===== src/rtl/alu_flag_unit_pkg.sv =====
// Shared definitions for the ALU flag unit: branch condition codes, trap FSM states, flag payload.
package alu_flag_unit_pkg;

  localparam int unsigned COND_W = 3;

  localparam logic [COND_W-1:0] COND_NEVER  = 3'b000;
  localparam logic [COND_W-1:0] COND_EQ     = 3'b001;
  localparam logic [COND_W-1:0] COND_NE     = 3'b010;
  localparam logic [COND_W-1:0] COND_LT     = 3'b011;
  localparam logic [COND_W-1:0] COND_GE     = 3'b100;
  localparam logic [COND_W-1:0] COND_VS     = 3'b101;
  localparam logic [COND_W-1:0] COND_VC     = 3'b110;
  localparam logic [COND_W-1:0] COND_ALWAYS = 3'b111;

  typedef enum logic [1:0] {
    IDLE = 2'b00,
    REQ  = 2'b01,
    DONE = 2'b10
  } trap_state_e;

  typedef struct packed {
    logic z;
    logic v;
    logic n;
  } flags_t;

endpackage


===== src/rtl/br_cond_eval.sv =====
// Purely combinational branch condition evaluator on a {z,v,n} flag set; shared with branch-target logic.
module br_cond_eval
  import alu_flag_unit_pkg::*;
(
  input  logic              z,
  input  logic              v,
  input  logic              n,
  input  logic [COND_W-1:0] cond,
  output logic              taken_c
);

  always_comb begin
    taken_c = 1'b0;
    case (cond)
      COND_NEVER:  taken_c = 1'b0;
      COND_EQ:     taken_c = z;
      COND_NE:     taken_c = ~z;
      COND_LT:     taken_c = n;
      COND_GE:     taken_c = ~n;
      COND_VS:     taken_c = v;
      COND_VC:     taken_c = ~v;
      COND_ALWAYS: taken_c = 1'b1;
      default:     taken_c = 1'b0;
    endcase
  end

endmodule


===== src/rtl/alu_flag_unit.sv =====
// ALU flag status register, flag-conditioned branch resolution, overflow counter and overflow trap handshake.
// Define ALU_FLAG_FWD_EN to let a same-cycle flag write feed the branch decision (fused compare-and-branch).
module alu_flag_unit
  import alu_flag_unit_pkg::*;
#(
  parameter int unsigned CNT_W   = 8,
  parameter bit          CNT_SAT = 1'b1
) (
  input  logic             clk,
  input  logic             rst_n,
  input  logic             zin,
  input  logic             vin,
  input  logic             nin,
  input  logic             flag_we,
  input  logic             br_en,
  input  logic [2:0]       br_cond,
  input  logic             trap_en,
  input  logic             trap_ack,
  input  logic             cnt_clr,
  output logic             zflag,
  output logic             vflag,
  output logic             nflag,
  output logic             br_taken,
  output logic             trap_req,
  output logic [CNT_W-1:0] ovf_cnt
);

  flags_t           flags_q, flags_d, flags_in, br_flags;
  trap_state_e      state_q, state_d;
  logic             trap_req_q, trap_req_d;
  logic [CNT_W-1:0] cnt_q, cnt_d;
  logic             ovf_evt;
  logic             cond_hit;

  assign flags_in = {zin, vin, nin};
  assign ovf_evt  = flag_we & vin;

`ifdef ALU_FLAG_FWD_EN
  assign br_flags = flag_we ? flags_in : flags_q;
`else
  assign br_flags = flags_q;
`endif

  br_cond_eval u_br_cond_eval (
    .z       (br_flags.z),
    .v       (br_flags.v),
    .n       (br_flags.n),
    .cond    (br_cond),
    .taken_c (cond_hit)
  );

  assign br_taken = br_en & cond_hit;

  // Flag register, counter and trap FSM next-state
  always_comb begin
    flags_d    = flags_q;
    cnt_d      = cnt_q;
    state_d    = state_q;
    trap_req_d = 1'b0;

    if (flag_we) flags_d = flags_in;

    if (cnt_clr) begin
      cnt_d = '0;
    end else if (ovf_evt) begin
      if (&cnt_q) cnt_d = CNT_SAT ? cnt_q : '0;
      else        cnt_d = cnt_q + CNT_W'(1);
    end

    // Events outside IDLE are counted only; they never queue a request
    case (state_q)
      IDLE:    if (ovf_evt && trap_en) state_d = REQ;
      REQ:     if (trap_ack)           state_d = DONE;
      DONE:    if (!trap_ack)          state_d = IDLE;
      default:                         state_d = IDLE;
    endcase

    trap_req_d = (state_d == REQ);
  end

  always_ff @(posedge clk or negedge rst_n) begin
    if (!rst_n) begin
      flags_q    <= '0;
      cnt_q      <= '0;
      state_q    <= IDLE;
      trap_req_q <= 1'b0;
    end else begin
      flags_q    <= flags_d;
      cnt_q      <= cnt_d;
      state_q    <= state_d;
      trap_req_q <= trap_req_d;
    end
  end

  assign zflag    = flags_q.z;
  assign vflag    = flags_q.v;
  assign nflag    = flags_q.n;
  assign trap_req = trap_req_q;
  assign ovf_cnt  = cnt_q;

endmodule


===== config.mk =====
export PLATFORM = sky130hd
export DESIGN_NAME = alu_flag_unit
export DESIGN_NICKNAME = d
export VERILOG_FILES = /design/src/rtl/alu_flag_unit_pkg.sv /design/src/rtl/br_cond_eval.sv /design/src/rtl/alu_flag_unit.sv
export SDC_FILE = /design/constraint.sdc
export NUM_CORES = 1
export LEC_CHECK = 0
export CAP_MARGIN = 20
export CORE_MARGIN = 4
export CORE_UTILIZATION = 40
export DETAILED_ROUTE_END_ITERATION = 16
export PLACE_DENSITY_LB_ADDON = 0.08
export SLEW_MARGIN = 20
export SYNTH_ARGS = -nofsm -noshare
export SYNTH_HDL_FRONTEND = slang
export SYNTH_HIERARCHICAL = 1
export SYNTH_SLANG_ARGS = --single-unit

===== constraint.sdc =====
create_clock -name clk -period 2 [get_ports clk]
set_clock_uncertainty 0.2 [all_clocks]
set_input_delay 0.2 -clock clk [delete_from_list [all_inputs] [get_ports clk]]
set_output_delay 0.2 -clock clk [all_outputs]
set_load 0.02 [all_outputs]

### After elaboration in Yosys (flattened, before gate mapping)

Cells that the tools add are included.

| word-level totals | value |
|---|---|
| output and inout bits | 13 |
| logic and storage cells | 37 |
| register bits | 14 |
| input bits | 13 |

| operators by class | value |
|---|---|
| bitwise operators | 5 |
| add/sub/neg operators | 1 |
| multiplexer cells | 8 |
| reduce and logical (&&, ||, !) cells | 6 |
| equal/unequal tests | 11 |

Operator list:

| operator | number |
|---|---|
| $mux W8 | 3 |
| $eq A3 B3 Y1 const B | 4 |
| $add A8 B1 Y8 const B | 1 |
| $pmux W1 S8 | 1 |
| $reduce_and A8 Y1 | 1 |
| $eq A3 B2 Y1 const B | 2 |
| $mux W2 | 3 |
| $pmux W2 S3 | 1 |
| $eq A2 B1 Y1 const B | 2 |
| $eq A3 B1 Y1 const B | 1 |
| $logic_not A3 Y1 | 1 |
| $not A1 Y1 | 3 |
| $and A1 B1 Y1 | 2 |
| $eq A2 B2 Y1 const B | 1 |
| $logic_not A2 Y1 | 1 |
| $ne A2 B2 Y1 const B | 1 |
| $reduce_and A2 Y1 | 1 |
| $reduce_bool A2 Y1 | 1 |
| $logic_and A1 B1 Y1 | 1 |

### Logic depth before layout (Yosys ltp)

| depth | value |
|---|---|
| depth in word-level cells | 5 |
| gate-level depth with buffers | 5 |
| mapped depth without buffers | 4 |

### Cells and area by module

Netlist, hierarchy kept.

Modules (own cells, without submodules):

| module | area an instance (um^2) | seq. area each (um^2) | instances | cells an instance |
|---|---|---|---|---|
| alu_flag_unit | 725.7 | 350.3 | 1 | 65 |
| br_cond_eval | 56.3 | 0.0 | 1 | 9 |

### Worst setup path before layout

OpenSTA, ideal clock, no wires.

| timing | value |
|---|---|
| kind | register to register |
| start point | register cnt_q[0] (netlist: ovf_cnt[0]) |
| end point | register cnt_q[0] (netlist: ovf_cnt[0]) |
| path buffers | 0 |
| library setup time | 0.125 ns |
| clock period less this slack | 1.718 ns |
| slack | 0.282 ns |
| data arrival time | 1.393 ns |
| cell stages (with the launch flop) | 5 |
| data required time | 1.675 ns |
| cells stage by stage | dfrtp_1 ha_1 and3_2 a21oi_4 mux2_4 |

| between the ends | value |
|---|---|
| word-level cells in the longest chain between the ends | 4 |
| elaborated cells between the ends (all ways) | 7 |
| classes of those cells | add/sub (1); eq/ne (1); mux (3); reduce/logical (2) |

RTL lines:

| what | line | text |
|---|---|---|
| start: declaration | alu_flag_unit.sv:31 | `logic [CNT_W-1:0] cnt_q, cnt_d;` |
| start signal: assignment | alu_flag_unit.sv:89 | `cnt_q <= cnt_d;` |
| $add A8 B1 Y8 | alu_flag_unit.sv:67 | `else cnt_d = cnt_q + CNT_W'(1);` |
| $mux W8 | alu_flag_unit.sv:66 | `if (&cnt_q) cnt_d = CNT_SAT ? cnt_q : '0;` |
| $mux W8 | alu_flag_unit.sv:65 | `end else if (ovf_evt) begin` |
| $mux W8 | alu_flag_unit.sv:63 | `if (cnt_clr) begin` |

Several ways; a longest one is shown, not always the timed one. The select of a mux whose other input is x is not followed.
A chain may end at the register's enable or synchronous reset.

### Worst setup path in the final report

| timing | value |
|---|---|
| start point | input br_cond[2] |
| end point | output br_taken |

| between the ends | value |
|---|---|
| word-level cells in the longest chain between the ends | 3 |
| elaborated cells between the ends (all ways) | 10 |
| classes of those cells | eq/ne (7); mux (1); bitwise (1); reduce/logical (1) |

RTL lines:

| what | line | text |
|---|---|---|
| start: declaration | alu_flag_unit.sv:16 | `input logic [2:0] br_cond,` |
| $eq A3 B3 Y1, or another cell as far along | br_cond_eval.sv:14 | `case (cond)` |
| $pmux W1 S8 (*) | br_cond_eval.sv:14 |  |
| net cond_hit | alu_flag_unit.sv:33 | `logic cond_hit;` |
| $and A1 B1 Y1 (*) | alu_flag_unit.sv:52 | `assign br_taken = br_en & cond_hit;` |
| end: declaration | alu_flag_unit.sv:23 | `output logic br_taken,` |

Mark *: on every way through the listed nets, which the timed path passes. The rest lies on a longest branch.

==> summary.md <==
| Metric | Value |
|---|---|
| Die width | `52.2 µm` |
| Post-CTS setup buffers | `0` |
| Initial Util | `43.9%` |
| Final instance area | `1070 µm²` |
| Aggregate global-route resource usage | `13.4%` |
| # rows | `15` |
| Clock tree buffer depth | `2` |
| Crit path DAT | `1.40 ns` |
| Busiest grt layer | `met1` |
| Maximum VDD drop | `0.423 mV` |
| Leak pwr | `0.462 nW` |
| PD cells | `539 nW/µm²` |
| CTS Sinks | `14` |
| Worst slack at placement | `-0.237 ns` |
| Synth Register Bits | `14` |
| Final ANT Viol Nets | `0` |
| DPL Wire Length | `1.16 mm` |
| Main synth FF type | `dfrtp_1` |
| Run status | `complete, no violations` |
| Synth cell count leaders | `dfrtp_1 (14), a31oi_1 (4), nor2_1 (4), nor2b_1 (4)` |
| Hold WS | `0.0370 ns` |
| Filler instances | `164` |
| Met2 Usage GRT | `18.2%` |
| Crit path time final | `1.80 ns` |
| DRC | `0` |
| Post-synth EDFFs | `0` |
| Buf/Inv on CP | `2` |
| Die ar. | `2730 µm²` |
| Vias per Instance | `5.29` |
| Hold Path Class | `input pin to asynchronous set/reset pin` |
| RSZ-0062 raised after global routing | `false` |
| Worst-skew pair later-pin latency | `0.27 ns` |
| Final Slew Violations | `0` |
| Total of max-cap violations | `0` |
| Sequential-to-total area share from yosys stat | `44.8%` |
| Initial DRC Count | `14` |
| Synth async-reset ratio | `100%` |
| Largest net degree at the start of global routing | `15` |
| Cells after Synth | `74` |
| Final hold vios | `0` |
| Slew HR | `75.9%` |
| Slew @ Worst Pin | `0.360 ns` |
| Cell Area, Synth | `782 µm²` |
| Cts bufs inserted | `3` |
| Htree depth | `1` |
| Count leader, synth | `dfrtp_1` |
| Setup crit start kind | `input pin` |
| Yosys top cell by area | `dfrtp_1` |
| DR pass1 iterations | `4` |
| Final setup vio count | `0` |
| Setup WS post-layout | `0.195 ns` |
| Root buffer cell | `clkbuf_4` |
| Via count | `667` |
| Final core occ | `60.3%` |
| Yosys cell types | `33` |
| Crit-path cells | `clkdlybuf4s50_1, nor3b_2, o21ai_1, o221a_2, and2_1, clkbuf_2` |
| Vias in the first global route | `595` |
| Crit path kind | `input pin to output port` |
| Share of layout cells above drive strength 1 | `16.8%` |
| Area after DPL | `1050 µm²` |
| Met1 Use GR | `19.3%` |
| Syn Nets | `88` |
| CTS tree | `done` |
| Initial antenna violation count | `0` |
| Final Cycle Share | `90.2%` |
| Layout area overhead | `37.4%` |
| Core area | `1780 µm²` |
| IO Port Bufs | `25` |
| Diodes inserted | `0` |
| RePlAce Congestion | `0.806` |
| Critical Path End Type | `output port` |
| Fmax | `554 MHz` |
| Crit-path max FO | `5` |
| Yosys warning count | `6` |
| CP max stage cell | `clkdlybuf4s50_1` |
| Clock slew at reported path FFs | `0.08 ns` |
| First-pass GRT wire length | `2.67 mm` |
| Total chip power | `0.579 mW` |
| Synthesized area per cell | `10.6 µm²` |
| Final net count | `117` |
| Gr ovfl total | `0` |
| CP peak stage delay | `0.47 ns` |
| Top delay family on crit path | `buffers and inverters` |
| WL final | `1.54 mm` |
| Drt wl/cell | `12.2 µm` |
| Synth top area cells | `dfrtp_1 (45%), mux2_2 (4.3%), a31oi_1 (3.2%), nor2b_1 (3.2%), buf_6 (2.9%)` |
| Share of the synthesized area in the top cell type | `44.8%` |
| Die Y | `52.2 µm` |
| CP Data Required Time | `1.60 ns` |
| Global routing met3 resource utilization | `3.99%` |
| I/O pins | `26` |
[through the flow]
step / setup TNS [ns] / instances
finish: 0 / 126
global route: 0 / 126
CTS: 0 / 126
detailed placement: -0.237 / 123
global placement: -0.212 / 123
floorplan: 0 / 74
[worst register-to-register path: stages, from the launching register on]
cell	delay, ns
dfrtp_1	0.44
ha_1	0.25
and3_2	0.22
a21oi_4	0.19
mux2_4	0.31
[what timing repair did]
| item | 4_1_cts | 5_1_grt |
|---|---|---|
| hold buffers | 0 | 0 |
| endpoints found under the setup margin | 1 | 1 |
| resized for setup | 1 | 3 |
[where the power goes]
part | switching [mW] | internal, mW | total, mW
Clock | 0.0793 | 0.0695 | 0.149
Sequential | 0.0136 | 0.298 | 0.311
Combinational | 0.0504 | 0.0685 | 0.119
Total | 0.143 | 0.436 | 0.579
[registers in the layout (all words and copies together) (netlist names)]
name,flops
trap_req,1
ovf_cnt,8
nflag,1
state_q,2
zflag,1
vflag,1
[cells in the final DEF (no fill, tap or decap), types with 3 or more instances in the layout]
master | synthesis | layout
nor2b_1 | 4 | 4
dfrtp_1 | 14 | 14
mux2_2 | 3 | 3
buf_4 | 1 | 3
clkdlybuf4s50_1 | 0 | 24
nor2_1 | 4 | 4
inv_1 | 3 | 3
nand2b_1 | 3 | 3
a31oi_1 | 4 | 4
clkbuf_4 | 0 | 3
a21oi_1 | 3 | 3
[kinds of logic (layout without fill, tap and decap cells)]
group           after synthesis  count (layout)  synth area share (%)
xor+xnor                      1               1                  1.12
compound gates               17              17                  16.0
mux                           5               5                  7.52
simple gates                 29              29                  23.2
buf+inv                       7              34                  5.76
flops                        14              14                  44.8
fa+ha+maj                     1               1                  1.60
[final cells by class]
type / count / area [µm²] / share of cell area (%)
Inverter: 3 / 11.3 / 1.05
Tap cell: 25 / 31.3 / 2.91
Multi-Input combinational cell: 53 / 392 / 36.4
Clock buffer: 3 / 22.5 / 2.10
Sequential cell: 14 / 350 / 32.6
Timing Repair Buffer: 28 / 268 / 24.9
[routing by layer]
layer / up-vias / part of all wire (%)
met5: - / 0
met4: 0 / 1.1
met3: 2 / 8.8
met1: 317 / 46
li1: 329 / -
met2: 19 / 44
[worst paths after layout]
kind | from | to | slack, ns | depth (start not counted)
min | rst_n | ovf_cnt[3]$_DFFE_PN0P_ | 0.04 | 2
max reg2reg | ovf_cnt[0]$_DFFE_PN0P_ | ovf_cnt[0]$_DFFE_PN0P_ | 0.29 | 4
max in group asynchronous | rst_n | state_q[0]$_DFF_PN0_ | 1.39 | 2
min reg2reg | state_q[1]$_DFF_PN0_ | trap_req$_DFF_PN0_ | 0.26 | 1
min in group clk | state_q[1]$_DFF_PN0_ | trap_req$_DFF_PN0_ | 0.26 | 1
max | br_cond[2] | br_taken | 0.20 | 6
(Power assumes the default switching activity.)
